File: config.mk
export PLATFORM = sky130hd
export DESIGN_NAME = rx_segment_splitter_ble
export DESIGN_NICKNAME = d
export VERILOG_FILES = /design/src/rtl/rx_segment_splitter_ble.sv
export SDC_FILE = /design/constraint.sdc
export NUM_CORES = 1
export LEC_CHECK = 0
export CAP_MARGIN = 20
export CELL_PAD_IN_SITES_DETAIL_PLACEMENT = 1
export CELL_PAD_IN_SITES_GLOBAL_PLACEMENT = 2
export CORE_MARGIN = 4
export CORE_UTILIZATION = 34
export CTS_CLUSTER_SIZE = 25
export DETAILED_ROUTE_END_ITERATION = 8
export GPL_TIMING_DRIVEN = 1
export PLACE_DENSITY_LB_ADDON = 0.1
export SLEW_MARGIN = 20
export SYNTH_ARGS = -nofsm -noshare
export SYNTH_HDL_FRONTEND = slang
export SYNTH_SLANG_ARGS = --single-unit
File: constraint.sdc
create_clock -name clk -period 2.7 [get_ports clk]
set_input_delay 0.54 -clock clk [delete_from_list [all_inputs] [get_ports clk]]
set_output_delay 0.54 -clock clk [all_outputs]
set_load 0.005 [all_outputs]
File: src/rtl/rx_segment_splitter_ble.sv
// rx_segment_splitter_ble: splits an intermediate-RAM sample stream into header and payload sections
// Ports: clk, reset (async active-low), valid_in/data_in sample strobe and word,
//   header_count/payload_count section lengths (latched at frame start),
//   data_out/hdr_valid/pld_valid/sample_index registered sample, section strobe and index,
//   frame_done pulse with the last sample, len_error sticky watchdog flag.
// Optional: define RX_LEN_CHECK_EN to enable the GAP_MAX idle-cycle watchdog.
module rx_segment_splitter_ble #(
  parameter int DATA    = 12,
  parameter int CW      = 12,
  parameter int GAP_MAX = 64
) (
  input  logic            clk,
  input  logic            reset,
  input  logic            valid_in,
  input  logic [DATA-1:0] data_in,
  input  logic [CW-1:0]   header_count,
  input  logic [CW-1:0]   payload_count,
  output logic [DATA-1:0] data_out,
  output logic            hdr_valid,
  output logic            pld_valid,
  output logic [CW-1:0]   sample_index,
  output logic            frame_done,
  output logic            len_error
);
  typedef enum logic [1:0] {IDLE, HEADER, GAP, PAYLOAD} state_t;
  localparam logic [CW-1:0] ONE = CW'(1);
  state_t          state_q, state_d;
  logic [CW-1:0]   hc_q, hc_d, pc_q, pc_d;
  logic [CW-1:0]   hdr_cnt_q, hdr_cnt_d, pld_cnt_q, pld_cnt_d;
  logic [CW-1:0]   sample_index_q, sample_index_d;
  logic [DATA-1:0] data_out_q, data_out_d;
  logic            hdr_valid_q, hdr_valid_d, pld_valid_q, pld_valid_d;
  logic            frame_done_q, frame_done_d;
  logic            len_error_q, len_error_d;
`ifdef RX_LEN_CHECK_EN
  localparam int IW = $clog2(GAP_MAX + 1);
  logic [IW-1:0]   idle_q, idle_d;
`endif
  always_comb begin
    state_d        = state_q;
    hc_d           = hc_q;
    pc_d           = pc_q;
    hdr_cnt_d      = hdr_cnt_q;
    pld_cnt_d      = pld_cnt_q;
    sample_index_d = sample_index_q;
    data_out_d     = data_out_q;
    hdr_valid_d    = 1'b0;
    pld_valid_d    = 1'b0;
    frame_done_d   = 1'b0;
    len_error_d    = len_error_q;
    unique case (state_q)
      IDLE: if (valid_in) begin
        hc_d        = header_count;
        pc_d        = payload_count;
        len_error_d = 1'b0;
        if (header_count != '0) begin
          data_out_d     = data_in;
          hdr_valid_d    = 1'b1;
          sample_index_d = '0;
          hdr_cnt_d      = ONE;
          frame_done_d   = header_count == ONE && payload_count == '0;
          state_d        = header_count != ONE ? HEADER : payload_count == '0 ? IDLE : GAP;
        end else if (payload_count != '0) begin
          data_out_d     = data_in;
          pld_valid_d    = 1'b1;
          sample_index_d = '0;
          pld_cnt_d      = ONE;
          frame_done_d   = payload_count == ONE;
          state_d        = payload_count == ONE ? IDLE : PAYLOAD;
        end
      end
      HEADER: if (valid_in) begin
        data_out_d     = data_in;
        hdr_valid_d    = 1'b1;
        sample_index_d = hdr_cnt_q;
        hdr_cnt_d      = hdr_cnt_q + ONE;
        frame_done_d   = hdr_cnt_q == hc_q - ONE && pc_q == '0;
        state_d        = hdr_cnt_q != hc_q - ONE ? HEADER : pc_q == '0 ? IDLE : GAP;
      end
      GAP: if (valid_in) begin
        data_out_d     = data_in;
        pld_valid_d    = 1'b1;
        sample_index_d = '0;
        pld_cnt_d      = ONE;
        frame_done_d   = pc_q == ONE;
        state_d        = pc_q == ONE ? IDLE : PAYLOAD;
      end
      PAYLOAD: if (valid_in) begin
        data_out_d     = data_in;
        pld_valid_d    = 1'b1;
        sample_index_d = pld_cnt_q;
        pld_cnt_d      = pld_cnt_q + ONE;
        frame_done_d   = pld_cnt_q == pc_q - ONE;
        state_d        = pld_cnt_q == pc_q - ONE ? IDLE : PAYLOAD;
      end
      default: state_d = IDLE;
    endcase
`ifdef RX_LEN_CHECK_EN
    // Watchdog: consecutive idle cycles inside a frame abort it without frame_done.
    idle_d = '0;
    if (state_q != IDLE && !valid_in) begin
      idle_d = idle_q + IW'(1);
      if (idle_q == IW'(GAP_MAX - 1)) begin
        idle_d      = '0;
        len_error_d = 1'b1;
        state_d     = IDLE;
      end
    end
`endif
  end
  always_ff @(posedge clk or negedge reset) begin
    if (!reset) begin
      state_q        <= IDLE;
      hc_q           <= '0;
      pc_q           <= '0;
      hdr_cnt_q      <= '0;
      pld_cnt_q      <= '0;
      sample_index_q <= '0;
      data_out_q     <= '0;
      hdr_valid_q    <= 1'b0;
      pld_valid_q    <= 1'b0;
      frame_done_q   <= 1'b0;
      len_error_q    <= 1'b0;
`ifdef RX_LEN_CHECK_EN
      idle_q         <= '0;
`endif
    end else begin
      state_q        <= state_d;
      hc_q           <= hc_d;
      pc_q           <= pc_d;
      hdr_cnt_q      <= hdr_cnt_d;
      pld_cnt_q      <= pld_cnt_d;
      sample_index_q <= sample_index_d;
      data_out_q     <= data_out_d;
      hdr_valid_q    <= hdr_valid_d;
      pld_valid_q    <= pld_valid_d;
      frame_done_q   <= frame_done_d;
      len_error_q    <= len_error_d;
`ifdef RX_LEN_CHECK_EN
      idle_q         <= idle_d;
`endif
    end
  end
  assign data_out     = data_out_q;
  assign hdr_valid    = hdr_valid_q;
  assign pld_valid    = pld_valid_q;
  assign sample_index = sample_index_q;
  assign frame_done   = frame_done_q;
`ifdef RX_LEN_CHECK_EN
  assign len_error    = len_error_q;
`else
  assign len_error    = 1'b0;
`endif
endmodule

==> impl_results.md, run 1 <==
- Fin worst setup slack: 202 ps
- Synthesized net count: ~500
- Routed Antenna Nets: 0
- Post-synthesis sequential area ratio: around 44%
- Final Max Tran Viols: 0
- Power Density: around 520 nW/um2
- Initial antenna violation count: 0
- Clk slew on worst S/H paths: 60 ps
- DRC violations left: 0
- Area fraction of the dominant cell type after synthesis: 43.9%
- CP cell instances: inv_2, ha_4, or4b_4, nor3_2, nor2_1, a211o_1, a2111oi_4, o2111ai_1, a32oi_1
- Crit share post-route: just over 90%
- I/O pins: 67
- Count of input and output buffers: 65
- GRT overflow: 0
- Crit Path Class: register to register
- Commonest cells post-synth: dfrtp_1 (77), nand2_1 (40), o21ai_0 (34), nor2_1 (33), mux2_2 (30)
- CTS tree: done
- Die width: 122 um
- Pin count of the biggest net entering global routing: 49
- Cts hold-fix bufs: 0
- Post-synthesis cell area: 4390 um2
- Yosys reg bits: 77
- Crit-path max FO: 4
- Starting Density: 34.8%
- Via-per-instance ratio: 5.21
- Worst-margin pin slew: 638 ps
- Total Wirelength: 12.5 mm
- Count leader, synth: dfrtp_1
- Fraction of registers with async set/reset: between 90% and 100%
- RSZ-0062 raised after global routing: no
- Fillcell total: 1467
- GP Congestion: 0.794
- Final hold viol count: 0
- Post-synth top area cell: dfrtp_1
- Crit. End Element: register
- GR Util All Layers: 18.1%
- Status: complete, no violations
- Crit path time final: approximately 2500 ps
- Mean Syn Cell Area: 9.71 um2
- Global-route wire length before repair: 21.0 mm
- Ranking of synthesized cells by area: dfrtp_1 (44%), mux2_2 (7.7%), xnor2_1 (4.2%)
- Share of cells above drive strength 1: 18.3%
- Number of global-route vias before repair: 3956
- CTS Root Cell: clkbuf_16
- CTS Buf Count: 9
- Mapped Cells: 452
- Detailed Place HPWL: 9.60 mm
- Post-synth EDFFs: 0
- Hold Crit Class: input port to asynchronous set/reset pin
- Maximum vdd drop: approximately 0.22 mV
- Clock latency on the worst-skew pair: 340 ps
- CTS max path bufs: 2
- DR pass1 iterations: 4
- CORE AREA: about 13000 um2
- Fmax: ~0.40 GHz
- Num rows: between 40 and 50
- Clk sinks: just under 80
- Yosys warns: 0
- WP data required: around 3000 ps
- Drt wl/cell: 17.6 um
- Crit start category: register
- Headroom to the max-slew limit: 56.3%
- First-iteration detailed-routing DRC count: 171
- Synth-to-layout area growth: 30.8%
- Main synth FF type: dfrtp_1
- Die Y: 122 um
- Final TNS setup: 0 ps
- Max-cap violations: 0
- Final setup viols: 0
- Vias: about 3700
- ANT cells: 0
- Number of library cell types mapped by synthesis: 60
- H-tree levels: 3
- Die area: 14800 um2
- Leakage Power: around 0.0025 uW
- Clock skew: 4.77 ps
- CP max stage cell: or4b_4
- Hold slack: between 200 and 250 ps
- Worst slack at placement: -161 ps
- Crit-path max cell delay: between 500 and 600 ps
- NumNets Final: 579
- Arr. time, crit path: approximately 2800 ps
## registers in the layout, summed over array words and instances, names as in the netlist
| register | flops |
|---|---|
| data_out | 12 |
| hc_q | 12 |
| hdr_cnt_q | 12 |
| pc_q | 12 |
| pld_cnt_q | 12 |
| sample_index | 12 |
| state_q | 2 |
| frame_done | 1 |
| hdr_valid | 1 |
| pld_valid | 1 |
## power by group
group	internal (uW)	total (uW)	switching (uW)	leakage, uW
clock network	739	1220	480	0.000143
registers	1240	1340	98.1	0.000968
logic	259	438	178	0.00139
total	2240	2990	756	0.00250
## final timing paths
| kind | startpoint | endpoint | slack, ps | cells past startpoint |
|---|---|---|---|---|
| max | hc_q[0] | state_q[1] | 200 | 9 |
| min | reset | hdr_cnt_q[6] | 220 | 1 |
| max reg2reg | hc_q[0] | state_q[1] | 200 | 9 |
| min reg2reg | sample_index[9] | sample_index[9] | 480 | 2 |
| max in group asynchronous | reset | hc_q[11] | 1850 | 2 |
| min in group clk | sample_index[9] | sample_index[9] | 480 | 2 |
## cells in the final DEF, fill, tap and decap left out, types with 3 or more instances in the layout
cell type | netlist | routed
a211oi_1 | 3 | 3
nor3_1 | 11 | 11
nand3b_1 | 3 | 3
a21oi_1 | 8 | 8
buf_4 | 1 | 38
and3_1 | 8 | 8
o31ai_1 | 13 | 13
or3_1 | 6 | 6
o21ai_0 | 34 | 34
nand4b_1 | 3 | 3
clkbuf_16 | 0 | 9
and2_1 | 4 | 4
inv_1 | 12 | 10
dfrtp_1 | 77 | 77
a31oi_1 | 4 | 4
nor4_1 | 7 | 6
xor2_1 | 17 | 17
ha_1 | 5 | 4
mux2_2 | 30 | 30
mux2i_1 | 13 | 13
nor2_1 | 33 | 33
nand3_1 | 19 | 19
nand2_1 | 40 | 40
clkdlybuf4s50_1 | 0 | 64
xnor2_1 | 21 | 21
nand4_1 | 6 | 6
## final cells by class
cell class | instances | area (um2) | area share, %
repair buffers | 102 | 926 | 16.1
inverters | 12 | 45.0 | 0.785
clock buffers | 12 | 246 | 4.30
multi-input cells | 333 | 2330 | 40.6
well taps | 172 | 215 | 3.75
flip-flops and latches | 77 | 1930 | 33.6
clock inverters | 4 | 47.5 | 0.829
## layer usage
layer | track usage, % | up-vias | routed length (um)
met3 | 3.34 | 11 | 456
met5 | 0 | - | 0
li1 | - | 1801 | -
met1 | 25.2 | 1821 | 6140
met4 | 5.46 | 0 | 145
met2 | 28.9 | 76 | 5770
## per-stage QoR
step / utilization, % / cells / total power [uW] / instance area [um2]
CTS: 45.2 / 711 / 3030 / 5700
floorplan: - / 452 / 1520 / 4390
global route: 45.5 / 712 / 3140 / 5740
global placement: 42.8 / 695 / 1790 / 5400
finish: 45.5 / 712 / 2990 / 5740
detailed placement: 42.8 / 695 / 1800 / 5400
## kinds of logic (layout without fill, tap and decap cells)
| group | after synthesis | after routing | share of synthesized area, % |
|---|---|---|---|
| xor gates and xnor gates | 38 | 38 | 7.58 |
| muxes | 43 | 43 | 10.7 |
| AOI/OAI and AO/OA | 89 | 89 | 13.8 |
| DFF | 77 | 77 | 43.9 |
| and+or+nand+nor | 157 | 157 | 18.6 |
| buffers and inverters | 42 | 130 | 3.91 |
| other | 1 | 1 | 0.0855 |
| adders and majority gates | 5 | 5 | 1.43 |
## critical path: cells and delay by family, from the launching register on
family	cells	cell delay (ps)
AOI/OAI and AO/OA	4	1090
and+or+nand+nor	3	690
adders and majority gates	1	150
buffers and inverters	1	90
DFF	1	380
## what timing repair did
action / 4_1_cts / 5_1_grt
cloned: 0 / 0
resized for setup: 1 / 7
setup buffers: 0 / 1
pin swaps: 0 / 4
endpoints found under the setup margin: 2 / 25
Note: power is estimated with default switching activity, not from simulation.
==> run 2, diff against run 1 <==
--- a/config.mk
+++ b/config.mk
@@ -6,10 +6,10 @@
 export NUM_CORES = 1
 export LEC_CHECK = 0
 export CAP_MARGIN = 20
-export CELL_PAD_IN_SITES_DETAIL_PLACEMENT = 1
-export CELL_PAD_IN_SITES_GLOBAL_PLACEMENT = 2
+export CELL_PAD_IN_SITES_DETAIL_PLACEMENT = 0
+export CELL_PAD_IN_SITES_GLOBAL_PLACEMENT = 1
 export CORE_MARGIN = 4
-export CORE_UTILIZATION = 34
+export CORE_UTILIZATION = 42
 export CTS_CLUSTER_SIZE = 25
 export DETAILED_ROUTE_END_ITERATION = 8
 export GPL_TIMING_DRIVEN = 1
==> constraint.sdc (replaced) <==
create_clock -name clk -period 2.6 [get_ports clk]
set_input_delay 0.52 -clock clk [delete_from_list [all_inputs] [get_ports clk]]
set_output_delay 0.52 -clock clk [all_outputs]
set_load 0.005 [all_outputs]
==> run 2 against run 1 <==
Global-route usage grew 1.2 points. Design area decreased by 1.2%. Fmax grew 0.52%. Count of clock-buffer cells in the layout decreased by 3. Sequential power up 4%. Combinational power grew 3%. Critical path depth stayed put. Largest power group unchanged. Sequential cell count is the same. Utilization increased by 9.9 points. Non-clock buffer count grew 4. Die area fell by 18%.
==> impl_results.md, run 2 (same netlist as run 1, synthesis figures left out) <==
- CP cell instances: inv_2, ha_4, or4b_4, nor3_2, nor2_1, a211o_1, a2111oi_4, a31oi_1, a21oi_2
- Total Wirelength: 11.0 mm (-12%)
- Via-per-instance ratio: 5.39 (+3.4%)
- Crit path time final: 2490 ps (-12.8 ps)
- WP data required: 2870 ps (-80 ps)
- DRC violations left: 0 (unchanged)
- Hold Crit Class: input port to asynchronous set/reset pin
- Pin count of the biggest net entering global routing: 43 (-12%)
- Maximum vdd drop: 0.235 mV (+7.2%)
- Number of global-route vias before repair: 3490 (-12%)
- Die width: 110 um (-9.4%)
- Final core utilization: 55.4% (+9.9 points)
- Placed cells: 663 (-4.6%)
- Clk sinks: 77 (unchanged)
- Crit start category: register
- Leakage Power: 0.00249 uW (-0.18%)
- Final setup viols: 0 (unchanged)
- Crit-path max cell delay: 490 ps (-20 ps)
- Worst-margin pin slew: 547 ps (-91.3 ps)
- Count of input and output buffers: 65 (unchanged)
- Detailed Place HPWL: 8.52 mm (-11%)
- Die Y: 110 um (-9.4%)
- Headroom to the max-slew limit: 62.6% (+6.2 points)
- Commonest non-fill, non-tap cells in the layout: dfrtp_1 (77), clkdlybuf4s50_1 (64), buf_4 (41)
- Clock latency on the worst-skew pair: 350 ps (about the same)
- Arr. time, crit path: 2760 ps (about the same)
- Initial antenna violation count: 0 (unchanged)
- Routed Antenna Nets: 0 (unchanged)
- Global-route wire length before repair: 18.1 mm (-14%)
- Final Max Tran Viols: 0 (unchanged)
- Final hold viol count: 0 (unchanged)
- Commonest non-fill, non-tap cell in the layout: dfrtp_1
- Status: complete, no violations
- Worst slack at placement: -317 ps (-156 ps)
- Endpoint of the worst-slack reg-to-reg timing path: frame_done
- CP max stage cell: or4b_4
- Beginning of the worst register-to-register path: hc_q[1]
- Layout Cells excl Fill: 680 (-4.5%)
- ANT cells: 0 (unchanged)
- NumNets Final: 583 (+0.69%)
- GP Congestion: 0.804 (+1.2%)
- Clock skew: 9.60 ps (+4.83 ps)
- Synth-to-layout area growth: 29.2%
- R2R setup slack: 110 ps (-90 ps)
- DR pass1 iterations: 7 (+3)
- CTS tree: done
- GRT overflow: 0 (unchanged)
- Crit Path Class: register to register
- Fillcell total: 940 (-36%)
- Vias: 3662 (-1.3%)
- H-tree levels: 3 (unchanged)
- Max-cap violations: 0 (unchanged)
- Fin worst setup slack: 115 ps (-87.2 ps)
- CTS max path bufs: 2 (unchanged)
- Starting Density: 42.9% (+8.1 points)
- Num rows: 37 (-9.8%)
- RSZ-0062 raised after global routing: yes
- GR Util All Layers: 19.3% (+1.2 points)
- Crit. End Element: register
- Worst reg2reg path depth: 9 (unchanged)
- Clk slew on worst S/H paths: 90 ps (+30 ps)
- Crit path max-delay family: compound AO/OA/AOI/OAI gates
- I/O pins: 67 (unchanged)
- Power Density: 511 nW/um2 (-2.0%)
- Crit-path max FO: 5 (+1)
- Share of cells above drive strength 1: 19.3% (+0.97 points)
- Buffer and inverter count on the worst path: 1 (unchanged)
- First-iteration detailed-routing DRC count: 235 (+37%)
- CTS Buf Count: 9 (unchanged)
- Drt wl/cell: 16.2 um (-7.6%)
- Die area: 12100 um2 (-18%)
- CTS Root Cell: clkbuf_8
- Fmax: 0.402 GHz (+0.52%)
- CORE AREA: 10200 um2 (-19%)
- Crit share post-route: 95.6% (+3.1 points)
run 2: changes by cell type in the layout (fill, tap and decap cells not counted), sizes merged:
cell    previous run  this run
clkbuf            12         9
bufinv             1         2
clkinv             2         0
inv               12        16
buf               38        42
run 2: per-layer routing:
metal / vias to the layer above / wire length (um) / GRT usage [%]
li1: 1808 / - / -
met1: 1746 / 5200 / 27.5
met2: 96 / 5080 / 30.2
met3: 12 / 631 / 2.80
met4: 0 / 128 / 6.60
met5: - / 0 / 0
run 2: worst max path at each step:
| stage | start | to | slack [ps] | depth (start not counted) |
|---|---|---|---|---|
| 2_1_floorplan | hc_q[0] | state_q[1] | 100 | 9 |
| 3_3_place_gp | header_count[11] | data_out[8] | -280 | 7 |
| 3_5_place_dp | header_count[11] | data_out[6] | -320 | 7 |
| 4_1_cts | hc_q[0] | state_q[1] | 10 | 9 |
| 5_1_grt | hc_q[0] | state_q[1] | -20 | 9 |
| 6_report | hc_q[1] | frame_done | 110 | 9 |
run 2: stage by stage:
step | cell area (um2) | TNS [ps] | total power [uW] | hold WS (ps)
2_1_floorplan | 4390 | 0 | 1580 | 224
3_3_place_gp | 5400 | -9880 | 1860 | 464
3_5_place_dp | 5400 | -11570 | 1870 | 471
4_1_cts | 5640 | 0 | 2950 | 145
5_1_grt | 5670 | -27.3 | 3040 | 168
6_report | 5670 | 0 | 2900 | 140
run 2: power by group:
part / internal (uW) / total, uW / switching, uW
Combinational: 271 / 451 / 180
Sequential: 1280 / 1390 / 108
Clock: 558 / 1060 / 498
run 2: area by class of cell:
| type | instances | area, um2 | area share, % |
|---|---|---|---|
| multi-input cells | 333 | 2330 | 41.1 |
| flip-flops and latches | 77 | 1930 | 34.0 |
| clock inverters | 7 | 105 | 1.85 |
| well taps | 136 | 170 | 3.00 |
| repair buffers | 106 | 968 | 17.1 |
| inverters | 12 | 45.0 | 0.795 |
| clock buffers | 9 | 124 | 2.18 |
run 2: what timing repair did:
item / in CTS / in global routing
setup buffers: 0 / 1
setup endpoints to repair: 3 / 13
hold buffers: 0 / 0
pin swaps: 2 / 7
gates resized for setup: 2 / 7
run 2: worst register-to-register path: stages, from the launching register on:
cell       delay [ps]
dfrtp_1           390
inv_2              80
ha_4              160
or4b_4            490
nor3_2            120
nor2_1             60
a211o_1           310
a2111oi_4         440
a31oi_1           170
a21oi_2           200
